File: src/rtl/seven_seg_reader.sv
// Reads back a pair of active-low 7-segment glyphs as a 6-bit value.
// Debounces by stability count and hands new values over valid/ack.
module seven_seg_reader #(
  parameter int unsigned STABLE_CYCLES = 4,
  parameter int unsigned CNT_W         = 8
) (
  input  logic       CLOCK_50,
  input  logic       reset,
  input  logic [6:0] HEX_HI,
  input  logic [6:0] HEX_LO,
  output logic [5:0] value,
  output logic       valid,
  input  logic       ack,
  output logic       glyph_err,
  output logic       overrun
);

  localparam logic [CNT_W-1:0] CNT_MAX =
    CNT_W'(STABLE_CYCLES);
  localparam logic [CNT_W-1:0] CNT_HIT =
    CNT_W'(STABLE_CYCLES - 1);

  logic [13:0]      s_q, s_d;
  logic [CNT_W-1:0] cnt_q, cnt_d;
  logic             stb_q, stb_d;
  logic [13:0]      last_q, last_d;
  logic             last_v_q, last_v_d;
  logic [5:0]       value_q, value_d;
  logic             valid_q, valid_d;
  logic             gerr_q, gerr_d;
  logic             ovr_q, ovr_d;

  logic [13:0] in_w;
  logic        same;
  logic        fire;
  logic        lo_ok, hi_ok;
  logic [3:0]  lo_val;
  logic [1:0]  hi_val;

  assign in_w = {HEX_HI, HEX_LO};
  assign same = (in_w == s_q);

  always_comb begin
    lo_ok  = 1'b1;
    lo_val = 4'h0;
    unique case (s_q[6:0])
      7'h40:   lo_val = 4'h0;
      7'h79:   lo_val = 4'h1;
      7'h24:   lo_val = 4'h2;
      7'h30:   lo_val = 4'h3;
      7'h19:   lo_val = 4'h4;
      7'h12:   lo_val = 4'h5;
      7'h02:   lo_val = 4'h6;
      7'h78:   lo_val = 4'h7;
      7'h00:   lo_val = 4'h8;
      7'h10:   lo_val = 4'h9;
      7'h08:   lo_val = 4'hA;
      7'h03:   lo_val = 4'hB;
      7'h46:   lo_val = 4'hC;
      7'h21:   lo_val = 4'hD;
      7'h06:   lo_val = 4'hE;
      7'h0E:   lo_val = 4'hF;
      default: lo_ok  = 1'b0;
    endcase
  end

  // A blank high digit reads as zero; the "0" glyph is not legal there.
  always_comb begin
    hi_ok  = 1'b1;
    hi_val = 2'd0;
    unique case (s_q[13:7])
      7'h7F:   hi_val = 2'd0;
      7'h79:   hi_val = 2'd1;
      7'h24:   hi_val = 2'd2;
      7'h30:   hi_val = 2'd3;
      default: hi_ok  = 1'b0;
    endcase
  end

  always_comb begin
    s_d   = in_w;
    cnt_d = cnt_q;
    if (!same) begin
      cnt_d = '0;
    end else if (cnt_q != CNT_MAX) begin
      cnt_d = cnt_q + 1'b1;
    end
    stb_d = same && (cnt_q == CNT_HIT);
  end

  // s_q is unchanged on the cycle after stb_q is set, so it still holds
  // the stable pattern here.
  assign fire = stb_q && (!last_v_q || (s_q != last_q));

  always_comb begin
    last_d   = last_q;
    last_v_d = last_v_q;
    value_d  = value_q;
    valid_d  = valid_q && !ack;
    gerr_d   = gerr_q;
    ovr_d    = ovr_q;
    if (fire) begin
      last_d   = s_q;
      last_v_d = 1'b1;
      if (lo_ok && hi_ok) begin
        value_d = {hi_val, lo_val};
        valid_d = 1'b1;
        if (valid_q && !ack) begin
          ovr_d = 1'b1;
        end
      end else begin
        gerr_d = 1'b1;
      end
    end
  end

  always_ff @(posedge CLOCK_50) begin
    if (reset) begin
      s_q      <= 14'h3FFF;
      cnt_q    <= '0;
      stb_q    <= 1'b0;
      last_q   <= '0;
      last_v_q <= 1'b0;
      value_q  <= '0;
      valid_q  <= 1'b0;
      gerr_q   <= 1'b0;
      ovr_q    <= 1'b0;
    end else begin
      s_q      <= s_d;
      cnt_q    <= cnt_d;
      stb_q    <= stb_d;
      last_q   <= last_d;
      last_v_q <= last_v_d;
      value_q  <= value_d;
      valid_q  <= valid_d;
      gerr_q   <= gerr_d;
      ovr_q    <= ovr_d;
    end
  end

  assign value     = value_q;
  assign valid     = valid_q;
  assign glyph_err = gerr_q;
  assign overrun   = ovr_q;

endmodule

File: config.mk
export PLATFORM = sky130hd
export DESIGN_NAME = seven_seg_reader
export DESIGN_NICKNAME = d
export VERILOG_FILES = /design/src/rtl/seven_seg_reader.sv
export SDC_FILE = /design/constraint.sdc
export NUM_CORES = 1
export LEC_CHECK = 0
export ABC_AREA = 1
export CAP_MARGIN = 40
export CORE_MARGIN = 1
export CORE_UTILIZATION = 45
export CTS_BUF_LIST = sky130_fd_sc_hd__clkbuf_2 sky130_fd_sc_hd__clkbuf_4 sky130_fd_sc_hd__clkbuf_8
export CTS_CLUSTER_SIZE = 25
export DETAILED_ROUTE_END_ITERATION = 10
export PLACE_DENSITY = 0.68
export SYNTH_ARGS = -nofsm -noshare
export SYNTH_HDL_FRONTEND = slang
export SYNTH_SLANG_ARGS = --single-unit
File: constraint.sdc
create_clock -name CLOCK_50 -period 1.45 [get_ports CLOCK_50]
set_input_delay 0.145 -clock CLOCK_50 [delete_from_list [all_inputs] [get_ports CLOCK_50]]
set_output_delay 0.145 -clock CLOCK_50 [all_outputs]
set_load 0.05 [all_outputs]
==> results.md <==
- Sequential-to-total area share from yosys stat: 37.8%
- Cts-stage hold buffer count: 0
- Fmax: 613 MHz
- Placed instance area: 0.00314 mm²
- Max-Cap Viols: 0
- Top-area cell type share of the netlist area: 37.8%
- Hold crit path type: in -> reg
- Initial antenna violation count: 0
- Drt pass-1 iters: 4
- Gr usage total: 25.3%
- Cells after Synth: 373
- Most common cell after layout, fill and taps aside: nand2_1
- Via/cell ratio: 5.07
- Chip width: 76.4 µm
- Crit path time final: 1630 ps
- Placer Congestion: 0.909
- DRT antenna net count: 0
- Netlist Area Pre-Place: 0.00249 mm²
- CTS clock-pin slew for the worst setup and hold paths: 90 ps
- Distinct cell type count after synthesis: 31
- Cell Count Post-Placement: 511
- Drt wl/cell: 13.8 µm
- Largest net degree at the start of global routing: 30
- Final Hold Fails: 0
- Gr ovfl total: 0
- Routed WL: 7340 µm
- Ranking of synthesized cells by area: dfxtp_1 (38%), nand2_1 (14%), inv_1 (8.6%), nor2_1 (7.2%), a21oi_1 (4.0%)
- TritonCTS clock tree: built
- Synth warn: 0
- Element type at the critical path end: register
- Final setup violating endpoints: 31
- Clk_skew: 4.28 ps
- Final period utilization: 112%
- RSZ-0062 raised after global routing: yes
- Cell area after layout: 0.00376 mm²
- Initial Util: 47.9%
- TritonCTS Buffers: 5
- Port Buffers: 25
- Violated checks: negative setup slack
- Htree depth: 2
- CP Launch Type: register
- Worst Max-Slew Pin Slew: 428 ps
- Final Slew Violations: 0
- Worst skew pair latency: 300 ps
- Initial DRC Count: 132
- Clk sinks: 47
- Layout area overhead: 51.0%
- Length in cells of the worst reg-to-reg path: 9
- Most frequent cells in the layout: nand2_1 (80), buf_4 (64), inv_1 (50)
- Syn avg cell area: 6.68 µm²
- Worst Path Arrival: 1820 ps
- Power Density: 697 mW/mm²
- Chip height: 76.4 µm
- Final antenna diode count: 0
- Syn Nets: 392
- Post-route insts no fill: 532
- CTS Root Cell: clkbuf_8
- Rel. slew slack: 71.1%
- Die area: 0.00584 mm²
- #FFs+latches synth: 47
- Vias: 2699
- Synth area leader: dfxtp_1
- Outcome: complete, but fails checks
- Rows: 26
- WP data required: 1640 ps
- Fraction of layout cells with a size suffix above 1: 39.4%
- Hold Crit Depth: 3
- HPWL Detailed: 4690 µm
- Clk buf depth: 2
- Worst vdd ir: 0.428 mV
- Core footprint: 0.00520 mm²
- Vias in the first global route: 2553
- # DRC: 0
- First-pass GRT wire length: 11700 µm
- Max FO, Critical Path: 4
- I/O Pins: 26
- Setup ws final: -181 ps
- Leakage: 1.64 nW
- WS Path Type: reg -> reg
- Nets: 480
-- critical path, stage by stage (launching register included) --
cell	delay, ps
dfxtp_4	400
inv_6	50
nand2_4	60
o21ai_2	50
nor2_1	140
nand2_1	120
nor2_4	240
a21oi_2	130
o21ai_0	250
a21oi_1	80
-- layer usage --
metal	track usage (%)	vias to the layer above	wire, µm
li1	-	1348	-
met1	33.0	1250	3200
met2	40.6	80	3590
met3	5.03	21	330
met4	10.8	0	224
met5	0	-	0
-- cell usage after synthesis --
cell      instances
a21oi_1          20
nand2_4           1
o21ai_2           1
ha_1              2
nand2_1          94
nor2_4            1
o21ai_0          19
nor2_1           48
clkbuf_1          2
o22ai_1           8
buf_4             1
nand3_4           2
inv_2             4
nand3_1          17
nand4_1           8
buf_6             2
xor2_1            5
o21ai_1           2
a21oi_4           1
a21oi_2           1
buf_8             1
inv_1            57
nor2_2            3
dfxtp_1          47
nor3_1            8
or2_2             6
xnor2_1           7
buf_2             2
nand2_2           1
nor4_1            1
and2_1            1
-- flip-flops by register name (all words and copies together) (netlist names) --
register   cells
s_q           14
cnt_q          8
valid          1
glyph_err      1
last_q        14
last_v_q       1
stb_q          1
value          6
overrun        1
-- timing repair --
| item | 4_1_cts | 5_1_grt |
|---|---|---|
| gates cloned | 4 | 0 |
| endpoints found under the setup margin | 32 | 32 |
| gates resized for setup | 64 | 70 |
| buffers inserted | 3 | 6 |
| pin swaps | 27 | 29 |
-- stage by stage --
stage | setup slack [ps] | power (mW) | setup TNS [ps] | utilization [%] | hold slack, ps
after floorplan | 1.68 | 1.51 | 0 | - | 241
after global placement | -352 | 1.68 | -6130 | 60.3 | 443
after detailed placement | -365 | 1.68 | -6990 | 60.3 | 450
after CTS | -107 | 2.57 | -1870 | 67.1 | 412
after global routing | -278 | 2.73 | -5790 | 72.3 | 442
final | -181 | 2.62 | -3060 | 72.3 | 403
-- worst paths after layout --
kind	from	to	slack, ps
min	HEX_HI[2]	s_q[9]$_SDFF_PP1_	400
max reg2reg	s_q[0]$_SDFF_PP1_	last_q[12]$_SDFFE_PP0P_	-180
min reg2reg	overrun$_SDFFE_PP0P_	overrun$_SDFFE_PP0P_	460
max	s_q[0]$_SDFF_PP1_	last_q[12]$_SDFFE_PP0P_	-180
-- area by class of cell --
type	instances	area, µm²
inverter	61	244
tap	70	87.6
timing repair buffer	85	706
clock inverter	1	8.76
sequential	47	986
fill	418	1440
clock buffer	7	90.1
multi-input combinational	261	1640
-- kinds of logic after synthesis --
kind of cell / Yosys count / synth area share (%)
AO/OA/AOI/OAI: 52 / 11.6
XOR/XNOR: 12 / 4.22
adder cells (fa/ha/maj): 2 / 1.00
buffers and inverters: 69 / 11.7
flip-flops: 47 / 37.8
AND/OR/NAND/NOR: 191 / 33.7
-- power by group --
group          switching, mW  internal, mW
logic                  0.203         0.207
registers             0.0325          1.31
clock network          0.465         0.410
(Power assumes the default switching activity.)
